==> config.mk <==
export PLATFORM = sky130hd
export DESIGN_NAME = ram_arbiter_flat
export DESIGN_NICKNAME = d
export VERILOG_FILES = /design/src/rtl/ram_arbiter_pkg.sv /design/src/rtl/ram_arbiter_if.sv /design/src/rtl/ram_arbiter_rr_arbiter.sv /design/src/rtl/ram_arbiter.sv /design/src/flat_wrapper.sv
export SDC_FILE = /design/constraint.sdc
export NUM_CORES = 1
export LEC_CHECK = 0
export BUFFER_PORTS_ARGS = -buffer_cell sky130_fd_sc_hd__buf_2
export CAP_MARGIN = 10
export CORE_MARGIN = 4
export CORE_UTILIZATION = 38
export CTS_CLUSTER_SIZE = 8
export DETAILED_ROUTE_END_ITERATION = 10
export MAX_ROUTING_LAYER = met4
export PLACE_DENSITY = 0.77
export SETUP_SLACK_MARGIN = 0.3
export SLEW_MARGIN = 5
export SYNTH_ARGS = -nofsm -noshare
export SYNTH_HDL_FRONTEND = slang
export SYNTH_SLANG_ARGS = --single-unit
==> constraint.sdc <==
create_clock -name clk -period 1.52 [get_ports clk]
set_input_delay 0.228 -clock clk [delete_from_list [all_inputs] [get_ports clk]]
set_output_delay 0.228 -clock clk [all_outputs]
set_load 0.02 [all_outputs]
==> src/rtl/ram_arbiter_pkg.sv <==
// ============================================================================
// ram_arbiter_pkg : shared types and defaults for the RAM arbiter slice
// Revision: 1.0
// ============================================================================
`default_nettype none

package ram_arbiter_pkg;

  typedef enum logic [0:0] {
    ST_IDLE  = 1'b0,
    ST_SCRUB = 1'b1
  } state_e;

  localparam int DEF_NUM_REQ    = 2;
  localparam int DEF_ADDR_WIDTH = 4;
  localparam int DEF_DATA_WIDTH = 8;
  localparam int DEF_DEPTH      = 16;

  function automatic int ptr_width(input int n);
    return (n > 1) ? $clog2(n) : 1;
  endfunction

endpackage

`default_nettype wire

==> src/rtl/ram_arbiter_if.sv <==
// ============================================================================
// ram_arbiter_if : requester bus plus RAM-side signals of the RAM arbiter
// Revision: 1.0
// ============================================================================
`default_nettype none

interface ram_arbiter_if
  import ram_arbiter_pkg::*;
#(
  parameter int NUM_REQ    = DEF_NUM_REQ,
  parameter int ADDR_WIDTH = DEF_ADDR_WIDTH,
  parameter int DATA_WIDTH = DEF_DATA_WIDTH
);

  logic [NUM_REQ-1:0]            req_valid;
  logic [NUM_REQ-1:0]            req_we;
  logic [NUM_REQ*ADDR_WIDTH-1:0] req_addr;
  logic [NUM_REQ*DATA_WIDTH-1:0] req_wdata;
  logic [NUM_REQ-1:0]            req_ready;
  logic [NUM_REQ-1:0]            rsp_valid;
  logic [DATA_WIDTH-1:0]         rsp_rdata;
  logic                          clr_req;
  logic                          clr_busy;
  logic                          clr_done;
  logic                          ram_cs;
  logic                          ram_wen;
  logic                          ram_ren;
  logic [ADDR_WIDTH-1:0]         ram_waddr;
  logic [ADDR_WIDTH-1:0]         ram_raddr;
  logic [DATA_WIDTH-1:0]         ram_wdata;
  logic [DATA_WIDTH-1:0]         ram_rdata;

  modport slave (
    input  req_valid, req_we, req_addr, req_wdata, clr_req, ram_rdata,
    output req_ready, rsp_valid, rsp_rdata, clr_busy, clr_done,
           ram_cs, ram_wen, ram_ren, ram_waddr, ram_raddr, ram_wdata
  );

  modport master (
    output req_valid, req_we, req_addr, req_wdata, clr_req, ram_rdata,
    input  req_ready, rsp_valid, rsp_rdata, clr_busy, clr_done,
           ram_cs, ram_wen, ram_ren, ram_waddr, ram_raddr, ram_wdata
  );

endinterface

`default_nettype wire

==> src/rtl/ram_arbiter_rr_arbiter.sv <==
// ============================================================================
// rr_arbiter : round-robin arbiter, winner is first requester after pointer
// Revision: 1.0
// ============================================================================
`default_nettype none

module rr_arbiter
  import ram_arbiter_pkg::*;
#(
  parameter int N = 2
) (
  input  logic                       clk,
  input  logic                       rst_n,
  input  logic [N-1:0]               req_i,
  input  logic                       en_i,
  output logic [N-1:0]               gnt_o,
  output logic [ptr_width(N)-1:0]    gnt_idx_o
);

  localparam int PTR_W = ptr_width(N);

  logic [PTR_W-1:0] ptr_q, ptr_d;
  logic [PTR_W-1:0] idx;
  logic             found;

  always_comb begin
    gnt_o     = '0;
    gnt_idx_o = '0;
    found     = 1'b0;
    idx       = '0;
    for (int k = 1; k <= N; k++) begin
      idx = PTR_W'((int'(ptr_q) + k) % N);
      if (!found && en_i && req_i[idx]) begin
        found      = 1'b1;
        gnt_o[idx] = 1'b1;
        gnt_idx_o  = idx;
      end
    end
    ptr_d = found ? gnt_idx_o : ptr_q;
  end

  // Reset to N-1 so requester 0 wins the first contest.
  always_ff @(posedge clk or negedge rst_n) begin
    if (!rst_n) begin
      ptr_q <= PTR_W'(N - 1);
    end else begin
      ptr_q <= ptr_d;
    end
  end

endmodule

`default_nettype wire

==> src/rtl/ram_arbiter.sv <==
// ============================================================================
// ram_arbiter : shares a two-port RAM among requesters, with zero-fill scrub
// Revision: 1.0
// ============================================================================
`default_nettype none

module ram_arbiter
  import ram_arbiter_pkg::*;
#(
  parameter int NUM_REQ    = DEF_NUM_REQ,
  parameter int ADDR_WIDTH = DEF_ADDR_WIDTH,
  parameter int DATA_WIDTH = DEF_DATA_WIDTH,
  parameter int DEPTH      = DEF_DEPTH
) (
  input  logic          clk,
  input  logic          rst_n,
  ram_arbiter_if.slave  bus
);

  localparam int IDX_W = ptr_width(NUM_REQ);

  state_e                state_q, state_d;
  logic [ADDR_WIDTH-1:0] cnt_q, cnt_d;
  logic [NUM_REQ-1:0]    rsp_valid_q;
  logic                  clr_done_q, clr_done_d;

  logic                  idle;
  logic                  scrub_last;
  logic [NUM_REQ-1:0]    wr_req, rd_req, wr_gnt, rd_gnt;
  logic [IDX_W-1:0]      wr_idx, rd_idx;

  logic                  ram_cs, ram_wen, ram_ren;
  logic [ADDR_WIDTH-1:0] ram_waddr, ram_raddr;
  logic [DATA_WIDTH-1:0] ram_wdata;

  assign idle       = (state_q == ST_IDLE);
  assign scrub_last = (cnt_q == ADDR_WIDTH'(DEPTH - 1));
  assign wr_req     = bus.req_valid & bus.req_we;
  assign rd_req     = bus.req_valid & ~bus.req_we;

  rr_arbiter #(.N(NUM_REQ)) u_wr_arb (
    .clk       (clk),
    .rst_n     (rst_n),
    .req_i     (wr_req),
    .en_i      (idle),
    .gnt_o     (wr_gnt),
    .gnt_idx_o (wr_idx)
  );

  rr_arbiter #(.N(NUM_REQ)) u_rd_arb (
    .clk       (clk),
    .rst_n     (rst_n),
    .req_i     (rd_req),
    .en_i      (idle),
    .gnt_o     (rd_gnt),
    .gnt_idx_o (rd_idx)
  );

  always_comb begin
    state_d    = state_q;
    cnt_d      = cnt_q;
    clr_done_d = 1'b0;
    case (state_q)
      ST_IDLE: begin
        if (bus.clr_req) begin
          state_d = ST_SCRUB;
        end
      end
      ST_SCRUB: begin
        if (scrub_last) begin
          state_d    = ST_IDLE;
          cnt_d      = '0;
          clr_done_d = 1'b1;
        end else begin
          cnt_d = cnt_q + 1'b1;
        end
      end
      default: state_d = ST_IDLE;
    endcase
  end

  always_comb begin
    bus.req_ready = '0;
    ram_wen       = 1'b0;
    ram_ren       = 1'b0;
    ram_waddr     = '0;
    ram_raddr     = '0;
    ram_wdata     = '0;
    if (!idle) begin
      ram_wen   = 1'b1;
      ram_waddr = cnt_q;
    end else begin
      bus.req_ready = wr_gnt | rd_gnt;
      if (|wr_gnt) begin
        ram_wen   = 1'b1;
        ram_waddr = bus.req_addr[int'(wr_idx)*ADDR_WIDTH +: ADDR_WIDTH];
        ram_wdata = bus.req_wdata[int'(wr_idx)*DATA_WIDTH +: DATA_WIDTH];
      end
      if (|rd_gnt) begin
        ram_ren   = 1'b1;
        ram_raddr = bus.req_addr[int'(rd_idx)*ADDR_WIDTH +: ADDR_WIDTH];
      end
    end
    ram_cs = ram_wen | ram_ren;
  end

  assign bus.ram_cs    = ram_cs;
  assign bus.ram_wen   = ram_wen;
  assign bus.ram_ren   = ram_ren;
  assign bus.ram_waddr = ram_waddr;
  assign bus.ram_raddr = ram_raddr;
  assign bus.ram_wdata = ram_wdata;

  // Read data is only driven while a response strobe is up, so idle outputs stay 0.
  assign bus.rsp_valid = rsp_valid_q;
  assign bus.rsp_rdata = (|rsp_valid_q) ? bus.ram_rdata : '0;
  assign bus.clr_busy  = !idle;
  assign bus.clr_done  = clr_done_q;

  always_ff @(posedge clk or negedge rst_n) begin
    if (!rst_n) begin
      state_q     <= ST_IDLE;
      cnt_q       <= '0;
      rsp_valid_q <= '0;
      clr_done_q  <= 1'b0;
    end else begin
      state_q     <= state_d;
      cnt_q       <= cnt_d;
      rsp_valid_q <= rd_gnt;
      clr_done_q  <= clr_done_d;
    end
  end

endmodule

`default_nettype wire

==> src/flat_wrapper.sv <==
// flat-port wrapper written by rule: the top's interface ports become plain ports
module ram_arbiter_flat import ram_arbiter_pkg::*;
#(
  parameter int NUM_REQ    = DEF_NUM_REQ,
  parameter int ADDR_WIDTH = DEF_ADDR_WIDTH,
  parameter int DATA_WIDTH = DEF_DATA_WIDTH,
  parameter int DEPTH      = DEF_DEPTH
)
  (clk, rst_n, bus_req_valid, bus_req_we, bus_req_addr, bus_req_wdata, bus_clr_req, bus_ram_rdata, bus_req_ready, bus_rsp_valid, bus_rsp_rdata, bus_clr_busy, bus_clr_done, bus_ram_cs, bus_ram_wen, bus_ram_ren, bus_ram_waddr, bus_ram_raddr, bus_ram_wdata);
  ram_arbiter_if #(.NUM_REQ(NUM_REQ), .ADDR_WIDTH(ADDR_WIDTH), .DATA_WIDTH(DATA_WIDTH)) bus_i ();
  input  logic clk;
  input  logic rst_n;
  input wire logic [$bits(bus_i.req_valid)-1:0] bus_req_valid;
  input wire logic [$bits(bus_i.req_we)-1:0] bus_req_we;
  input wire logic [$bits(bus_i.req_addr)-1:0] bus_req_addr;
  input wire logic [$bits(bus_i.req_wdata)-1:0] bus_req_wdata;
  input wire logic [$bits(bus_i.clr_req)-1:0] bus_clr_req;
  input wire logic [$bits(bus_i.ram_rdata)-1:0] bus_ram_rdata;
  output wire logic [$bits(bus_i.req_ready)-1:0] bus_req_ready;
  output wire logic [$bits(bus_i.rsp_valid)-1:0] bus_rsp_valid;
  output wire logic [$bits(bus_i.rsp_rdata)-1:0] bus_rsp_rdata;
  output wire logic [$bits(bus_i.clr_busy)-1:0] bus_clr_busy;
  output wire logic [$bits(bus_i.clr_done)-1:0] bus_clr_done;
  output wire logic [$bits(bus_i.ram_cs)-1:0] bus_ram_cs;
  output wire logic [$bits(bus_i.ram_wen)-1:0] bus_ram_wen;
  output wire logic [$bits(bus_i.ram_ren)-1:0] bus_ram_ren;
  output wire logic [$bits(bus_i.ram_waddr)-1:0] bus_ram_waddr;
  output wire logic [$bits(bus_i.ram_raddr)-1:0] bus_ram_raddr;
  output wire logic [$bits(bus_i.ram_wdata)-1:0] bus_ram_wdata;
  assign bus_i.req_valid = bus_req_valid;
  assign bus_i.req_we = bus_req_we;
  assign bus_i.req_addr = bus_req_addr;
  assign bus_i.req_wdata = bus_req_wdata;
  assign bus_i.clr_req = bus_clr_req;
  assign bus_i.ram_rdata = bus_ram_rdata;
  assign bus_req_ready = bus_i.req_ready;
  assign bus_rsp_valid = bus_i.rsp_valid;
  assign bus_rsp_rdata = bus_i.rsp_rdata;
  assign bus_clr_busy = bus_i.clr_busy;
  assign bus_clr_done = bus_i.clr_done;
  assign bus_ram_cs = bus_i.ram_cs;
  assign bus_ram_wen = bus_i.ram_wen;
  assign bus_ram_ren = bus_i.ram_ren;
  assign bus_ram_waddr = bus_i.ram_waddr;
  assign bus_ram_raddr = bus_i.ram_raddr;
  assign bus_ram_wdata = bus_i.ram_wdata;
  ram_arbiter #(.NUM_REQ(NUM_REQ), .ADDR_WIDTH(ADDR_WIDTH), .DATA_WIDTH(DATA_WIDTH), .DEPTH(DEPTH)) u_core (.clk(clk), .rst_n(rst_n), .bus(bus_i));
endmodule
Word-level counts from Yosys, hierarchy flattened
Index checks and enable logic that the tools add are counted.

word-level totals
  flip-flop bits (word level) = 10
  output and inout bits = 33

cells by class
  bitwise operators = 8
  shifts and indexed selects = 3
  equality and inequality tests = 1
  order comparisons = 8
  add/subtract/negate cells = 5
  reduce and logical (&&, ||, !) cells = 15
  multiplexer cells = 46

operators with widths
  kind                 number
  $mux 1               28
  $mux 8               3
  $mux 4               5
  $shiftx 16x5->8      1
  $shiftx 8x4->4       2
  $logic_and 1x1->1    10
  $mux 2               5
  $lt 1x2->1 const B   4
  $or 2x2->2           3
  $reduce_or 2->1      3
  $add 1x1->1 const B  4
  $add 4x1->4 const B  1
  $and 2x2->2          2
  $demux 1 s1          4
  $eq 4x4->1 const B   1
  $ge 1x1->1 const B   4
  $logic_not 1->1      2
  $not 2->2            1
  $pmux 1 s2           1
  $not 1->1            1
  $or 1x1->1           1

Logic depth before layout (Yosys ltp)
  word-level depth = 14
  mapped depth = 4

By module
From an unflattened synthesis, not the netlist that was laid out.

unflattened totals
  cells, all modules = 103
  area total of the unflattened synthesis = 810.8 um^2

by module, submodules not included
  module       area an instance (um^2)  times used  cells an instance
  ram_arbiter  675.6                    1           85
  rr_arbiter   67.6                     2           9

Worst setup path before layout
Ideal clock, no wire load.

  path kind = register to output
  start point = register u_core.u_wr_arb.ptr_q
  end point = output bus_ram_waddr[2]
  setup slack = -0.107 ns
  arrival time = 1.399 ns
  path buffers = 0
  data required time = 1.292 ns
  cell stages (with the launch flop) = 4
  path through = dfstp_2 -> nand3_4 -> and2_1 -> o311ai_1

on the way
  longest elaborated chain between the ends = 12
  elaborated cells between the ends (all ways) = 30
  those cells by class = add/sub (2); order compare (4); shift (1); mux (15); bitwise (1); reduce/logical (7)

ends and longest elaborated chain
  item                                               line                                  RTL
  start, declared                                    ram_arbiter_rr_arbiter.sv:22          logic [PTR_W-1:0] ptr_q, ptr_d;
  start signal, assigned                             ram_arbiter_rr_arbiter.sv:45          ptr_q <= PTR_W'(N - 1);
  start signal, assigned                             ram_arbiter_rr_arbiter.sv:47          ptr_q <= ptr_d;
  $add 1x1->1                                        ram_arbiter_rr_arbiter.sv:32          idx = PTR_W'((int'(ptr_q) + k) % N);
  $mux 1 (implied by the code) (2 in series)         ram_arbiter_rr_arbiter.sv:33          if (!found && en_i && req_i[idx]) begin
  $logic_and 1x1->1                                  ram_arbiter_rr_arbiter.sv:33
  $mux 1                                             ram_arbiter_rr_arbiter.sv:33
  $logic_not 1->1                                    ram_arbiter_rr_arbiter.sv:33
  $logic_and 1x1->1 (2 in series)                    ram_arbiter_rr_arbiter.sv:33
  $mux 1 or $mux 2 (tied branches)                   ram_arbiter_rr_arbiter.sv:33
  $shiftx 8x4->4 or $reduce_or 2->1 (tied branches)  ram_arbiter.sv:96, ram_arbiter.sv:94
  $mux 4 (*)                                         ram_arbiter.sv:94                     if (|wr_gnt) begin
  $mux 4 (*)                                         ram_arbiter.sv:89                     if (!idle) begin
  end, declared                                      flat_wrapper.sv:27                    output wire logic [$bits(bus_i.ram_waddr)-1:0] bus_ram_waddr;

Mark *: on every way between the ends. The rest lies on a longest branch, timed or not. The select of a mux whose other input is x is not followed.

Final worst setup path
  start point = register u_core.u_wr_arb.ptr_q
  end point = output bus_ram_waddr[0]

Same word-level chain as after synthesis.

==> impl_results.md <==
* Post-route DRC at 0
* Starting Density at 40.0%
* Die Height at 56.3 um
* Avg WL per Cell at 17.0 um
* Cell at the slowest stage of the critical path: dfstp_2
* Setup violators final at 20
* Reg-to-Reg End: u_core.u_rd_arb.ptr_q
* Worst EP required at 1.29 ns
* Fill count at 121
* Total core area at 2210 um2
* Post-synthesis cell area at 886 um2
* Post-synth cell types at 39
* Maxcap violations at 0
* Hold Violations, Final at 0
* Psw at 0.918 mW
* Reg2Reg Launch Point: u_core.bus.clr_busy
* Starting DRT DRC Count at 44
* Power per cell area at 1160 nW/um2
* Via density at 5.43
* Leading area contributor after synthesis: dfrtp_1
* Initial antenna violation count at 0
* Setup ws final at -0.293 ns
* Placer Congestion at 0.844
* Post-layout power at 2.16 mW
* CTS Buffer Depth at 2
* Clk root buf: clkbuf_4
* Core Rows at 17
* Synth Register Bits at 10
* Status: complete, but fails checks
* Die X at 56.3 um
* GR Util met2 at 43.1%
* M3 GR Usage at 2.99%
* Least-Margin Pin Slew at 0.342 ns
* Global-route wire length before repair at 5910 um
* Setup slack, reg-to-reg at 0.21 ns
* Switching share of power at 42.5%
* Max Clock Freq at 552 MHz
* Synth area leaders: dfrtp_1 (23%), o221a_1 (10%), dfstp_2 (5.9%)
* Cells on worst reg2reg path at 5
* Routed wire length at 3650 um
* Critical Setup Path Class: reg2out
* Clk_skew at 0.00738 ns
* Drt pass-1 iters at 4
* Dpl hpwl at 2650 um
* Tmin final at 1.81 ns
* Worst skew pair latency at 0.26 ns
* Fin Hold WS at 0.224 ns
* Post-Syn Area per Cell at 9.04 um2
* Final worst path period share at 119%
* Leading cell type in the layout, fill and taps excluded: buf_2
* Startpoint of the worst hold path: bus_clr_req
* CTS Buf Count at 3
* Buffers on Ports at 71
* Busiest grt layer: met2
* LEAKAGE at 0.835 nW
* Finished Cell Area at 1870 um2
* Register area share after synthesis at 28.5%
* Min-delay worst type: in2reg
* Min-Delay Path Depth at 3
* Violated checks: setup timing
* Mapped Cells at 98
* Global Route Usage Sum at 23.5%
* Worst VDD drop at 0.827 mV
* Clock power share at 11.1%
* Routed vias at 1,168
* Routed Antenna Nets at 0
* CP Capture Type: output pin
* Crit path DAT at 1.58 ns
* Comb power frac at 66.1%
* Clk slew on worst S/H paths at 0.07 ns
* Synthesis-to-finish area growth at 111%
* CTS tree: done
* Gr ovfl total at 0
* Die area at 3170 um2
* Commonest non-fill, non-tap cells in the layout: buf_2 (37), buf_6 (29), buf_4 (20), o221a_4 (8), dfrtp_1 (7)
* GR Layer Usage met1 at 28.4%
* Syn Nets at 138
* # nets final at 228
* Flop pwr share at 22.8%
* Num ports at 72
* Max incr delay on CP at 0.56 ns
* RSZ-0062 raised after global routing: true
* Htree depth at 1
* Synth warnings at 0
* Top cell type's share of synthesized area at 22.6%
* Internal Pwr Total at 1.24 mW
* Crit start category: flop
* Cell Area, Placed at 1510 um2
* Largest net degree at the start of global routing at 13
* Number of diodes at 0
* WHS Endpoint: u_core.bus.clr_busy
* Max Transition Viols Final at 0
* Critical path fanouts, max at 8
* Clk sinks at 10
* Share of cells above drive strength 1 at 75.9%
* Vias in the first global route at 1,205
* Crit path cell chain: nand3_4 -> and4_4 -> a221o_1 -> buf_6
* Worst slew margin at 77.2%
## cell type report
type / instances / area, um2 / share of cell area [%]
clock buffers: 4 / 36.3 / 1.95
multi-input cells: 83 / 846 / 45.3
inverters: 2 / 7.51 / 0.402
well taps: 28 / 35.0 / 1.88
repair buffers: 88 / 687 / 36.8
flip-flops and latches: 10 / 254 / 13.6
## logic make-up (layout without fill, tap and decap cells)
kind of cell | after synthesis | in the layout | share of synthesized area [%]
flops | 10 | 10 | 28.5
simple gates | 48 | 49 | 35.5
mux | 1 | 1 | 1.27
xor+xnor | 2 | 2 | 1.98
compound gates | 30 | 30 | 26.8
fa+ha+maj | 1 | 1 | 1.41
buf+inv | 6 | 94 | 4.52
## cell usage after synthesis (all sizes together)
master   count
o221a        8
nand4        2
nor3b        4
o311ai       1
a21o         2
nor2b        8
a22oi        1
nand2b       2
o21ai        8
nand3b       1
and2         2
a221o        3
mux2         1
and3         1
and4         3
xnor2        2
o31ai        1
nor3         1
a21oi        5
dfrtp        8
ha           1
o2111ai      1
nand2        7
nor2         8
or2          1
dfstp        2
or3          1
inv          2
buf          4
or3b         1
and3b        1
nand3        5
## worst max path at each step
stage / start / to / slack [ns] / cells past startpoint
floorplan: u_core.bus.clr_busy / bus_ram_raddr[1] / 0.08 / 3
global placement: bus_req_we[0] / bus_ram_wdata[2] / -0.001 / 6
detailed placement: bus_req_we[0] / bus_ram_wdata[4] / -0.04 / 6
CTS: u_core.bus.clr_busy / bus_ram_raddr[3] / -0.29 / 5
global route: u_core.bus.clr_busy / bus_ram_raddr[2] / -0.34 / 6
finish: u_core.u_wr_arb.ptr_q / bus_ram_waddr[0] / -0.29 / 4
## per-layer routing
| layer | routed length [um] | share of wire [%] | vias up |
|---|---|---|---|
| met5 | 0 | 0 | - |
| met3 | 276 | 7.6 | 4 |
| met4 | 13 | 0.36 | 0 |
| li1 | - | - | 559 |
| met2 | 1980 | 54 | 56 |
| met1 | 1380 | 38 | 549 |
## timing repair
item | CTS | global route
gates cloned | 1 | 0
gates resized for setup | 60 | 25
setup buffers | 0 | 5
endpoints found under the setup margin | 31 | 31
pin swaps | 14 | 8
hold buffers | 1 | 0
hold endpoints to repair | 8 | 0
## per-stage QoR
stage | TNS [ns] | utilization, % | cells | setup slack [ns]
4_1_cts | -4.88 | 79.5 | 210 | -0.286
3_5_place_dp | -0.389 | 68.2 | 204 | -0.0438
6_report | -5.02 | 84.3 | 215 | -0.293
2_1_floorplan | 0 | - | 98 | 0.0813
5_1_grt | -5.84 | 84.3 | 215 | -0.344
3_3_place_gp | -0.00123 | 68.2 | 204 | -0.00116
## critical path, delay by kind of cell, from the launching register on
| family | cells | cell delay (ns) |
|---|---|---|
| buffers and inverters | 1 | 0.14 |
| AOI/OAI and AO/OA | 1 | 0.29 |
| DFF | 1 | 0.56 |
| and+or+nand+nor | 2 | 0.33 |
## power groups by stage
stage / Combinational (mW) / Sequential, mW / Clock (mW)
6_report: 1.43 / 0.492 / 0.240
5_1_grt: 1.51 / 0.504 / 0.263
4_1_cts: 1.34 / 0.485 / 0.240
3_5_place_dp: 1.14 / 0.482 / 0
3_3_place_gp: 1.10 / 0.480 / 0
2_1_floorplan: 0.751 / 0.492 / 0
## state kept, by name (all words and copies together) (netlist names)
register               flops
u_core.u_rd_arb.ptr_q      1
u_core.u_wr_arb.ptr_q      1
u_core.cnt_q               4
u_core.bus.clr_done        1
u_core.bus.clr_busy        1
u_core.bus.rsp_valid       2
(Power assumes the default switching activity.)
